[config.mk]
export PLATFORM = sky130hd
export DESIGN_NAME = tag_reply_check_flat
export DESIGN_NICKNAME = d
export VERILOG_FILES = /design/src/rtl/tag_reply_check_pkg.sv /design/src/rtl/tag_reply_check_if.sv /design/src/rtl/tag_reply_check_crc16_serial.sv /design/src/rtl/tag_reply_check.sv /design/src/flat_wrapper.sv
export SDC_FILE = /design/constraint.sdc
export NUM_CORES = 2
export LEC_CHECK = 0
export CORE_MARGIN = 1
export CORE_UTILIZATION = 30
export DETAILED_ROUTE_END_ITERATION = 8
export GPL_TIMING_DRIVEN = 0
export PLACE_DENSITY = 0.45
export SLEW_MARGIN = 20
export SYNTH_ARGS = -nofsm -noshare
export SYNTH_HDL_FRONTEND = slang
export SYNTH_SLANG_ARGS = --single-unit
export TNS_END_PERCENT = 50
[constraint.sdc]
create_clock -name clk -period 9.07 [get_ports clk]
set_clock_uncertainty 0.2 [all_clocks]
set_input_delay 0.907 -clock clk [delete_from_list [all_inputs] [get_ports clk]]
set_output_delay 0.907 -clock clk [all_outputs]
set_load 0.005 [all_outputs]
[src/rtl/tag_reply_check_pkg.sv]
// Shared receive-path definitions for the tag reply checker.
// Holds the CRC-16 constants (preset, polynomial, good residue), the
// reply classification encoding, the checker state encoding and a
// single-bit CRC-16 update helper shared by the serial CRC and the top.
// No ports: imported with tag_reply_check_pkg::*.
package tag_reply_check_pkg;

  localparam logic [15:0] CRC16_PRESET  = 16'hFFFF;
  localparam logic [15:0] CRC16_POLY    = 16'h1021;
  localparam logic [15:0] CRC16_RESIDUE = 16'h1D0F;

  typedef enum logic [1:0] {
    REPLY_ERR  = 2'd0,
    REPLY_RN16 = 2'd1,
    REPLY_CRC  = 2'd2
  } reply_type_e;

  typedef enum logic [1:0] {
    ST_IDLE  = 2'd0,
    ST_SHIFT = 2'd1,
    ST_DONE  = 2'd2
  } state_e;

  // One MSB-first CRC-16 step: feedback is the outgoing MSB xor the new bit.
  function automatic logic [15:0] crc16_step(input logic [15:0] crc, input logic b);
    logic fb;
    fb = crc[15] ^ b;
    return {crc[14:0], 1'b0} ^ (fb ? CRC16_POLY : 16'h0000);
  endfunction

endpackage

[src/rtl/tag_reply_check_if.sv]
// Decoder-to-checker-to-controller bundle.
// Decoder side:    tag_data (bit buffer, bit 0 newest), tag_finish (end-of-reply
//                  strobe), tag_data_number (bits received incl. dummy bit).
// Controller side: reply_valid (one-cycle result strobe), reply_type, crc_ok,
//                  dummy_ok, payload_len, payload (right-justified), busy, overrun.
// The master modport drives the decoder side and observes the results; the
// slave modport is the checker itself.
interface tag_reply_check_if #(
  parameter int MAX_BITS = 256
);

  logic [MAX_BITS-1:0] tag_data;
  logic                tag_finish;
  logic [15:0]         tag_data_number;

  logic                reply_valid;
  logic [1:0]          reply_type;
  logic                crc_ok;
  logic                dummy_ok;
  logic [7:0]          payload_len;
  logic [MAX_BITS-1:0] payload;
  logic                busy;
  logic                overrun;

  modport master (
    output tag_data, tag_finish, tag_data_number,
    input  reply_valid, reply_type, crc_ok, dummy_ok, payload_len, payload, busy, overrun
  );

  modport slave (
    input  tag_data, tag_finish, tag_data_number,
    output reply_valid, reply_type, crc_ok, dummy_ok, payload_len, payload, busy, overrun
  );

endinterface

[src/rtl/tag_reply_check_crc16_serial.sv]
// Serial CRC-16 engine, one bit per clock, MSB first.
// Ports: clk_i, rst_ni (async active-low), init_i (load preset, wins over en_i),
//        en_i (fold bit_i into the register), bit_i, crc_o (current register).
// Also intended for reuse by the transmit path.
module tag_reply_check_crc16_serial
  import tag_reply_check_pkg::*;
(
  input  logic        clk_i,
  input  logic        rst_ni,
  input  logic        init_i,
  input  logic        en_i,
  input  logic        bit_i,
  output logic [15:0] crc_o
);

  logic [15:0] crc_q, crc_d;

  always_comb begin
    crc_d = crc_q;
    if (init_i) begin
      crc_d = CRC16_PRESET;
    end else if (en_i) begin
      crc_d = crc16_step(crc_q, bit_i);
    end
  end

  always_ff @(posedge clk_i or negedge rst_ni) begin
    if (!rst_ni) begin
      crc_q <= CRC16_PRESET;
    end else begin
      crc_q <= crc_d;
    end
  end

  assign crc_o = crc_q;

endmodule

[src/rtl/tag_reply_check.sv]
// Post-decoder reply checker.
// On each end-of-reply strobe it snapshots the decoder buffer, drops the
// trailing FM0 dummy bit, classifies the reply (RN16 / CRC-protected / length
// error), walks the bits oldest-first one per cycle through a serial CRC-16
// and a payload shift register, then presents the result with a one-cycle
// reply_valid. Results hold until the next result strobe.
// Ports: clk, reset (async active-low), bus (slave side of tag_reply_check_if).
module tag_reply_check
  import tag_reply_check_pkg::*;
#(
  parameter int          MAX_BITS    = 256,
  parameter int          RN16_BITS   = 16,
  parameter logic [15:0] CRC_RESIDUE = CRC16_RESIDUE
) (
  input  logic             clk,
  input  logic             reset,
  tag_reply_check_if.slave bus
);

  localparam int          IDX_W      = $clog2(MAX_BITS);
  localparam logic [15:0] MAX_BITS_W = 16'(MAX_BITS);
  localparam logic [15:0] RN16_W     = 16'(RN16_BITS);
  localparam logic [15:0] CRC_MIN_N  = 16'd32;
  localparam logic [15:0] CRC_W      = 16'd16;

  state_e              state_q, state_d;
  logic [MAX_BITS-1:0] buf_q;
  logic [8:0]          idx_q;
  logic [8:0]          thr_q;
  reply_type_e         kind_q;
  logic [7:0]          len_q;
  logic                dummy_q;
  logic [MAX_BITS-1:0] sr_q, sr_d;

  reply_type_e         rtype_q;
  logic                crc_ok_q;
  logic                dummy_ok_q;
  logic [7:0]          plen_q;
  logic [MAX_BITS-1:0] payload_q;
  logic                overrun_q;

  logic [15:0]         n_bits;
  reply_type_e         cls_kind;
  logic [8:0]          cls_thr;
  logic [7:0]          cls_len;
  logic                accept;
  logic                shifting;
  logic                last_bit;
  logic                cur_bit;
  logic                take_bit;
  logic [15:0]         crc_q;

  // Classify the incoming reply. cls_thr is the idx value at or below which
  // bits stop entering the payload (the CRC field for CRC replies).
  always_comb begin
    n_bits   = bus.tag_data_number - 16'd1;
    cls_kind = REPLY_ERR;
    cls_thr  = '0;
    cls_len  = '0;
    if (bus.tag_data_number == 16'd0 || bus.tag_data_number > MAX_BITS_W) begin
      cls_kind = REPLY_ERR;
    end else if (n_bits == RN16_W) begin
      cls_kind = REPLY_RN16;
      cls_len  = 8'(RN16_BITS);
    end else if (n_bits >= CRC_MIN_N) begin
      cls_kind = REPLY_CRC;
      cls_len  = 8'(n_bits - CRC_W);
      cls_thr  = 9'(CRC_W);
    end
  end

  assign shifting = (state_q == ST_SHIFT);
  assign last_bit = shifting && (idx_q == 9'd1);
  assign cur_bit  = buf_q[idx_q[IDX_W-1:0]];
  assign take_bit = (idx_q > thr_q);
  assign sr_d     = take_bit ? {sr_q[MAX_BITS-2:0], cur_bit} : sr_q;

  // Next-state logic; a strobe is only taken in IDLE.
  always_comb begin
    state_d = state_q;
    accept  = 1'b0;
    case (state_q)
      ST_IDLE: begin
        if (bus.tag_finish) begin
          accept  = 1'b1;
          state_d = (cls_kind == REPLY_ERR) ? ST_DONE : ST_SHIFT;
        end
      end
      ST_SHIFT: begin
        if (last_bit) begin
          state_d = ST_DONE;
        end
      end
      ST_DONE: begin
        state_d = ST_IDLE;
      end
      default: begin
        state_d = ST_IDLE;
      end
    endcase
  end

  always_ff @(posedge clk or negedge reset) begin
    if (!reset) begin
      state_q <= ST_IDLE;
    end else begin
      state_q <= state_d;
    end
  end

  // Snapshot on accept, then walk idx down from N to 1.
  always_ff @(posedge clk or negedge reset) begin
    if (!reset) begin
      buf_q   <= '0;
      idx_q   <= '0;
      thr_q   <= '0;
      kind_q  <= REPLY_ERR;
      len_q   <= '0;
      dummy_q <= 1'b0;
      sr_q    <= '0;
    end else if (accept) begin
      buf_q   <= bus.tag_data;
      idx_q   <= 9'(n_bits);
      thr_q   <= cls_thr;
      kind_q  <= cls_kind;
      len_q   <= cls_len;
      dummy_q <= bus.tag_data[0];
      sr_q    <= '0;
    end else if (shifting) begin
      idx_q <= idx_q - 9'd1;
      sr_q  <= sr_d;
    end
  end

  tag_reply_check_crc16_serial u_crc (
    .clk_i  (clk),
    .rst_ni (reset),
    .init_i (accept),
    .en_i   (shifting),
    .bit_i  (cur_bit),
    .crc_o  (crc_q)
  );

  // Results load on the edge entering DONE, so the final bit is folded in
  // here rather than waiting for the CRC register to catch up.
  always_ff @(posedge clk or negedge reset) begin
    if (!reset) begin
      rtype_q    <= REPLY_ERR;
      crc_ok_q   <= 1'b0;
      dummy_ok_q <= 1'b0;
      plen_q     <= '0;
      payload_q  <= '0;
    end else if (accept && cls_kind == REPLY_ERR) begin
      rtype_q    <= REPLY_ERR;
      crc_ok_q   <= 1'b0;
      dummy_ok_q <= bus.tag_data[0];
      plen_q     <= '0;
      payload_q  <= '0;
    end else if (last_bit) begin
      rtype_q    <= kind_q;
      crc_ok_q   <= (kind_q == REPLY_CRC) && (crc16_step(crc_q, cur_bit) == CRC_RESIDUE);
      dummy_ok_q <= dummy_q;
      plen_q     <= len_q;
      payload_q  <= sr_d;
    end
  end

  // A strobe outside IDLE is dropped and flagged one cycle later.
  always_ff @(posedge clk or negedge reset) begin
    if (!reset) begin
      overrun_q <= 1'b0;
    end else begin
      overrun_q <= bus.tag_finish && (state_q != ST_IDLE);
    end
  end

  assign bus.reply_valid = (state_q == ST_DONE);
  assign bus.busy        = (state_q != ST_IDLE);
  assign bus.reply_type  = rtype_q;
  assign bus.crc_ok      = crc_ok_q;
  assign bus.dummy_ok    = dummy_ok_q;
  assign bus.payload_len = plen_q;
  assign bus.payload     = payload_q;
  assign bus.overrun     = overrun_q;

endmodule

[src/flat_wrapper.sv]
// flat-port wrapper written by rule: the top's interface ports become plain ports
module tag_reply_check_flat import tag_reply_check_pkg::*;
#(
  parameter int          MAX_BITS    = 256,
  parameter int          RN16_BITS   = 16,
  parameter logic [15:0] CRC_RESIDUE = CRC16_RESIDUE
)
  (clk, reset, bus_tag_data, bus_tag_finish, bus_tag_data_number, bus_reply_valid, bus_reply_type, bus_crc_ok, bus_dummy_ok, bus_payload_len, bus_payload, bus_busy, bus_overrun);
  tag_reply_check_if #(.MAX_BITS(MAX_BITS)) bus_i ();
  input  logic clk;
  input  logic reset;
  input wire logic [$bits(bus_i.tag_data)-1:0] bus_tag_data;
  input wire logic [$bits(bus_i.tag_finish)-1:0] bus_tag_finish;
  input wire logic [$bits(bus_i.tag_data_number)-1:0] bus_tag_data_number;
  output wire logic [$bits(bus_i.reply_valid)-1:0] bus_reply_valid;
  output wire logic [$bits(bus_i.reply_type)-1:0] bus_reply_type;
  output wire logic [$bits(bus_i.crc_ok)-1:0] bus_crc_ok;
  output wire logic [$bits(bus_i.dummy_ok)-1:0] bus_dummy_ok;
  output wire logic [$bits(bus_i.payload_len)-1:0] bus_payload_len;
  output wire logic [$bits(bus_i.payload)-1:0] bus_payload;
  output wire logic [$bits(bus_i.busy)-1:0] bus_busy;
  output wire logic [$bits(bus_i.overrun)-1:0] bus_overrun;
  assign bus_i.tag_data = bus_tag_data;
  assign bus_i.tag_finish = bus_tag_finish;
  assign bus_i.tag_data_number = bus_tag_data_number;
  assign bus_reply_valid = bus_i.reply_valid;
  assign bus_reply_type = bus_i.reply_type;
  assign bus_crc_ok = bus_i.crc_ok;
  assign bus_dummy_ok = bus_i.dummy_ok;
  assign bus_payload_len = bus_i.payload_len;
  assign bus_payload = bus_i.payload;
  assign bus_busy = bus_i.busy;
  assign bus_overrun = bus_i.overrun;
  tag_reply_check #(.MAX_BITS(MAX_BITS), .RN16_BITS(RN16_BITS), .CRC_RESIDUE(CRC_RESIDUE)) u_core (.clk(clk), .reset(reset), .bus(bus_i));
endmodule
# After elaboration in Yosys (flattened, before gate mapping)

Index checks and enable logic that the tools add are counted.

Output and inout port bits: 271
Input bits: 275
Word-level logic and storage cells: 79
Register bits: 828

Add/subtract/negate cells: 3
Equal/unequal tests: 8
Mux-type cells: 35
Reduce and logical (&&, ||, !) cells: 12
Magnitude comparators: 4
Bitwise logic cells: 2

Operators with widths:

| kind                  | number |
|---|---|
| $mux 256              | 5 |
| $mux 8                | 5 |
| $mux 9                | 4 |
| $mux 16               | 2 |
| $eq 16x13->1 const B  | 1 |
| $eq 16x5->1 const B   | 1 |
| $ge 16x6->1 const B   | 1 |
| $gt 16x9->1 const B   | 1 |
| $logic_not 16->1      | 1 |
| $mux 2                | 8 |
| $sub 16x1->16 const B | 1 |
| $xor 16x16->16        | 1 |
| $mux 13               | 1 |
| $eq 9x1->1 const B    | 1 |
| $gt 9x9->1            | 1 |
| $lt 8x9->1 const B    | 1 |
| $sub 9x1->9 const B   | 1 |
| $bmux 1 s8            | 1 |
| $sub 8x5->8 const B   | 1 |
| $mux 1                | 7 |
| $reduce_bool 2->1     | 3 |
| $mux 5                | 1 |
| $eq 2x2->1 const B    | 2 |
| $logic_and 1x1->1     | 4 |
| 7 further kinds       | 9 |

# Longest topological paths before layout

Depth after elaboration: 9
Mapped depth: 15

# Cells and area by module

Synthesis repeated with hierarchy kept, for this count alone.

Cell total of the unflattened synthesis: 3249
Area total of the unflattened synthesis: 35291.3 µm²

By module, submodules not included:

| module                       | area an instance (µm²) | sequential area each (µm²) | times used | cells an instance |
|---|---|---|---|---|
| tag_reply_check              | 34550.6                | 20069.2                    | 1          | 3193 |
| tag_reply_check_crc16_serial | 740.7                  | 420.4                      | 1          | 56 |

# Worst setup path before layout

Ideal clock, no wire load.

Kind: input -> register
Start point: in bus_tag_data_number[0]
End point: reg u_core.payload_q[226] (netlist: u_core.bus.payload[226])
Stages on the path: 13
Slack: 5.444 ns
Buffers on the path: 3
Data arrival time: 3.294 ns
Library setup time: 0.132 ns
Cells stage by stage: inv_1 ha_1 or3b_1 buf_4 xnor2_1 inv_1 ha_1 a2111oi_4 a21oi_4 buf_6 buf_2 o211ai_1 o21ai_1

Cells in the longest elaborated chain, start to end: 8

RTL lines:

| element                                              | RTL line               | text |
|---|---|---|
| start: declaration                                   | flat_wrapper.sv:14     | `input wire logic [$bits(bus_i.tag_data_number)-1:0] bus_tag_data_number;` |
| $sub 16x1->16                                        | tag_reply_check.sv:56  | `n_bits = bus.tag_data_number - 16'd1;` |
| $ge 16x6->1                                          | tag_reply_check.sv:65  | `end else if (n_bits >= CRC_MIN_N) begin` |
| $mux 2                                               | tag_reply_check.sv:65  |  |
| $mux 2                                               | tag_reply_check.sv:62  | `end else if (n_bits == RN16_W) begin` |
| $mux 2 (*)                                           | tag_reply_check.sv:60  | `if (bus.tag_data_number == 16'd0 \|\| bus.tag_data_number > MAX_BITS_W) begin` |
| $logic_not 2->1 (*)                                  | tag_reply_check.sv:153 | `end else if (accept && cls_kind == REPLY_ERR) begin` |
| $logic_and 1x1->1 (*)                                | tag_reply_check.sv:153 |  |
| $mux 256 / $reduce_bool 2->1 (equally long branches) | n/a                    |  |
| end signal: assignment                               | tag_reply_check.sv:164 | `payload_q <= sr_d;` |
| end: declaration                                     | tag_reply_check.sv:39  | `logic [MAX_BITS-1:0] payload_q;` |

Mark *: on every way between the ends. The rest lies on a longest branch, timed or not.
A chain may end at the register's enable or synchronous reset.

# Worst setup path in the final report

Start point: reg u_core.idx_q[1]
End point: reg u_core.payload_q[33] (netlist: u_core.bus.payload[33])

Cells in the longest elaborated chain, start to end: 4

RTL lines:

| element                  | RTL line               | text |
|---|---|---|
| start: declaration       | tag_reply_check.sv:28  | `logic [8:0] idx_q;` |
| start signal: assignment | tag_reply_check.sv:123 | `idx_q <= 9'(n_bits);` |
| start signal: assignment | tag_reply_check.sv:130 | `idx_q <= idx_q - 9'd1;` |
| $gt 9x9->1               | tag_reply_check.sv:75  | `assign take_bit = (idx_q > thr_q);` |
| $mux 256                 | tag_reply_check.sv:76  | `assign sr_d = take_bit ? {sr_q[MAX_BITS-2:0], cur_bit} : sr_q;` |
| $mux 256                 | tag_reply_check.sv:159 | `end else if (last_bit) begin` |
| $mux 256                 | tag_reply_check.sv:153 |  |

Parallel ways exist; a longest one is shown, timed or not. The select of a mux whose other input is x is not followed.

==> results by group <==
Run status
  • Outcome: complete, no violations

Drt
  • DRT Pass-1 Iters: 6
  • Detailed-route via count: a little over 30000
  • Vias/cell: around 5
  • # DRC: 0
  • Initial DRC Count: between 2000 and 2500
  • Total Wirelength: 132000 µm
  • Final antenna-violating net count: 0
  • Wirelength per Cell: between 20 and 25 µm

GRT
  • Largest net degree at the start of global routing: about 130
  • First-pass GRT wire length: between 200000 and 250000 µm
  • Initial antenna violation count: 20
  • GR Util met3: ~4.2%
  • Total grt overflow: 0
  • Met2 GRT Util: roughly a third
  • Met1 Use GR: between 20 and 30%
  • Total Routing Usage GR: roughly a fifth
  • Vias in the first global route: 31379
  • Gr busiest metal: met2

STA
  • Unrepaired setup endpoints after global routing: false
  • Final hold vios: 0
  • Slew Limit Fails: 0
  • Fin Setup TNS: 0 ps
  • Max Freq: ~210 MHz
  • Fin crit period: roughly 4800 ps
  • Rel. slew slack: approximately 27%
  • Hold WS: around 270 ps
  • Endpoints failing setup: 0
  • Worst-Margin Slew: between 1000 and 1500 ps
  • Final Cycle Share: between 50% and 60%

Power
  • Sw power: ~2.4 mW
  • Sequential share of power: between 40% and 50%
  • Worst vdd ir: between 100 and 150 µV
  • Int Power: 6.51 mW
  • Static Leakage: about 23 nW
  • Logic pwr share: 11.5%
  • Clk network pwr share: ~45%
  • Power Density: 184 nW/µm²
  • Sw frac: around a quarter

Floorplanning
  • CORE AREA: 124000 µm²
  • Chip Width: 355 µm
  • Initial Utilization: 30.2%
  • Die ar.: approximately 130000 µm²
  • Die height: ~360 µm
  • Row cnt: 129
  • Ports: between 500 and 600

CTS
  • Num CTS Buffers: 98
  • CTS root buffer: clkbuf_16
  • Clock slew at reported path FFs: around 60 ps
  • Setup Buffers After CTS: 0
  • Clock tree buffer depth: 3
  • CTS tree: built
  • Worst-Skew Late Latency: a little under 700 ps
  • Htree depth: 3
  • CTS Sinks: approximately 820
  • # resized after CTS: 0
  • CTS Hold Bufs: 1

Synthesis
  • Ys async rst share: 100%
  • Flops & latches, synth: 818
  • Yosys Warn Count: 0
  • Post-synthesis compound-gate area fraction: between 10% and 20%
  • Post-Synth Simple-Gate Area: between 10% and 20%
  • Synth unique cells: 64
  • Post-synth EDFFs: 0
  • Main combinational cell family by area after synthesis: simple AND/OR/NAND/NOR gates
  • Post-Synth Adder-Cell Area: less than 1%
  • Cells after Synth: approximately 3900
  • Top cell type's share of synthesized area: approximately 54%
  • Xor/xnor share of the synthesized area: less than 1%
  • Net Count, Synth: ~4200
  • Mux contribution to synthesized area: a little over a tenth
  • Ranking of synthesized cells by area: dfrtp_1, nand2_1, mux2i_1, o211ai_1, nand3_1
  • Syn avg cell area: 9.63 µm²
  • Most common flop cell mapped by yosys: dfrtp_1
  • Post-synthesis sequential area ratio: ~55%
  • Post-Syn Area: roughly 37000 µm²
  • Synth area leader: dfrtp_1

Layout
  • Area delta synth->final: 29.4%
  • Final Cell Area: 48400 µm²
  • Post-route insts no fill: between 6000 and 7000
  • Final net count: between 4000 and 5000
  • Layout cells sized above 1: between 7 and 8%

Placement
  • IO buf count: roughly 550
  • RePlAce Congestion: about 0.81
  • DP Cell Count: roughly 6100
  • HPWL after detailed placement: slightly below 100000 µm
  • Post-DP Area: between 40000 and 50000 µm²

Setup path
  • Type of the worst setup path: reg -> reg
  • Startpoint types: register
  • CP max FO: 10
  • CP Launch Point: u_core.idx_q[1]
  • Crit path DAT: 5230 ps
  • Worst setup EP type: register
  • Worst path required time: about 9500 ps
  • Worst r2r src: u_core.idx_q[1]

Hold path
  • Critical hold path startpoint: u_core.buf_q[78]
  • Worst Hold Class: reg -> reg

Job
  • Max cap viols: 0
-- per-layer routing --
metal	routed length, µm	vias up
met5	34	-
met4	3330	6
met1	60800	15044
met2	60200	777
li1	-	14635
met3	7560	180
-- flip-flops by register name, indices dropped and copies added, names as in the netlist --
signal / cells
u_core.bus.overrun: 1
u_core.sr_q: 256
u_core.u_crc.crc_o: 16
u_core.bus.crc_ok: 1
u_core.bus.reply_type: 2
u_core.bus.dummy_ok: 1
u_core.len_q: 8
u_core.state_q: 2
u_core.bus.payload_len: 8
u_core.bus.payload: 256
u_core.kind_q: 1
u_core.idx_q: 9
u_core.thr_q: 1
u_core.buf_q: 256
-- cell usage in the layout (no fill, tap or decap), drive strengths merged, types with 16 or more instances in the layout --
| cell | n |
|---|---|
| buf | 105 |
| clkinv | 20 |
| inv | 16 |
| clkdlybuf4s50 | 544 |
| mux4 | 38 |
| clkbuf | 378 |
| nor3 | 17 |
| nand2 | 1342 |
| o211ai | 258 |
| dfrtp | 802 |
| o22ai | 22 |
| mux2 | 41 |
| nand3 | 264 |
| dfstp | 16 |
| a21oi | 25 |
| o21ai | 289 |
| mux2i | 267 |
| nor2 | 48 |
-- power by group through the flow --
stage	Sequential (mW)	Clock (mW)	Combinational (mW)
2_1_floorplan	3.94	0	0.535
3_3_place_gp	3.99	0	1.02
3_5_place_dp	3.97	0	1.03
4_1_cts	3.90	4.07	1.03
5_1_grt	3.92	4.21	1.12
6_report	3.91	3.96	1.02
-- per-stage QoR --
stage / util (%) / setup slack (ps) / power (mW)
after floorplan: - / 5440 / 4.47
after global placement: 36.3 / -33240 / 5.00
after detailed placement: 36.5 / 4010 / 5.00
final: 39.1 / 4250 / 8.88
after CTS: 39.1 / 4080 / 9.01
after global routing: 39.1 / 4000 / 9.25
-- worst max-delay path, stage by stage (launching register included) --
cell and delay [ps]:
dfrtp_1 560, buf_2 440, inv_1 360, ha_1 330, nand4_1 360, clkbuf_1 760
clkbuf_1 780, buf_1 630, o211ai_2 170, o21ai_1 100
-- final timing paths --
check	to	slack, ps	cells past startpoint
worst min-delay path	u_core.buf_q[78]	270	2
worst min register to register	u_core.buf_q[78]	270	2
worst max-delay path	u_core.bus.payload[33]	4250	9
worst max register to register	u_core.bus.payload[33]	4250	9
max in group asynchronous	u_core.buf_q[204]	6140	5
min in group asynchronous	u_core.sr_q[66]	580	2
-- cell type report --
type / count / area, µm²
multi-input cells: 2730 / 15400
plain buffers: 325 / 1510
well taps: 1637 / 2050
inverters: 12 / 45.0
clock buffers: 149 / 2870
repair buffers: 554 / 5690
clock inverters: 29 / 333
diodes: 12 / 30.0
fillers: 12617 / 75300
flip-flops and latches: 818 / 20500
-- kinds of logic after synthesis --
kind of cell    after synthesis
simple gates               1721
flops                       818
compound gates              639
mux                         346
buf+inv                     337
xor+xnor                     16
fa+ha+maj                     8
-- cells in the mapped netlist, drive strengths merged (2+ instances only) --
master and number:
nand3 264, a211oi 8, or4 2, mux2 41, nor4b 2, nor2 48
nand4b 4, nor2b 8, nor4 8, buf 96, dfrtp 802, inv 12
o31ai 9, a21oi 25, ha 8, clkbuf 229, o22ai 22, dfstp 16
and2 3, o221ai 3, nand2 1342, nand4 4, o21ai 289, mux4 38
nand2b 9, xnor2 12, a221oi 2, a2111oi 5, o211ai 258, xor2 4
a31oi 2, or3 6, a22oi 6, o311ai 3, mux2i 267, nor3 17
Power figures use the tool's default switching activity.
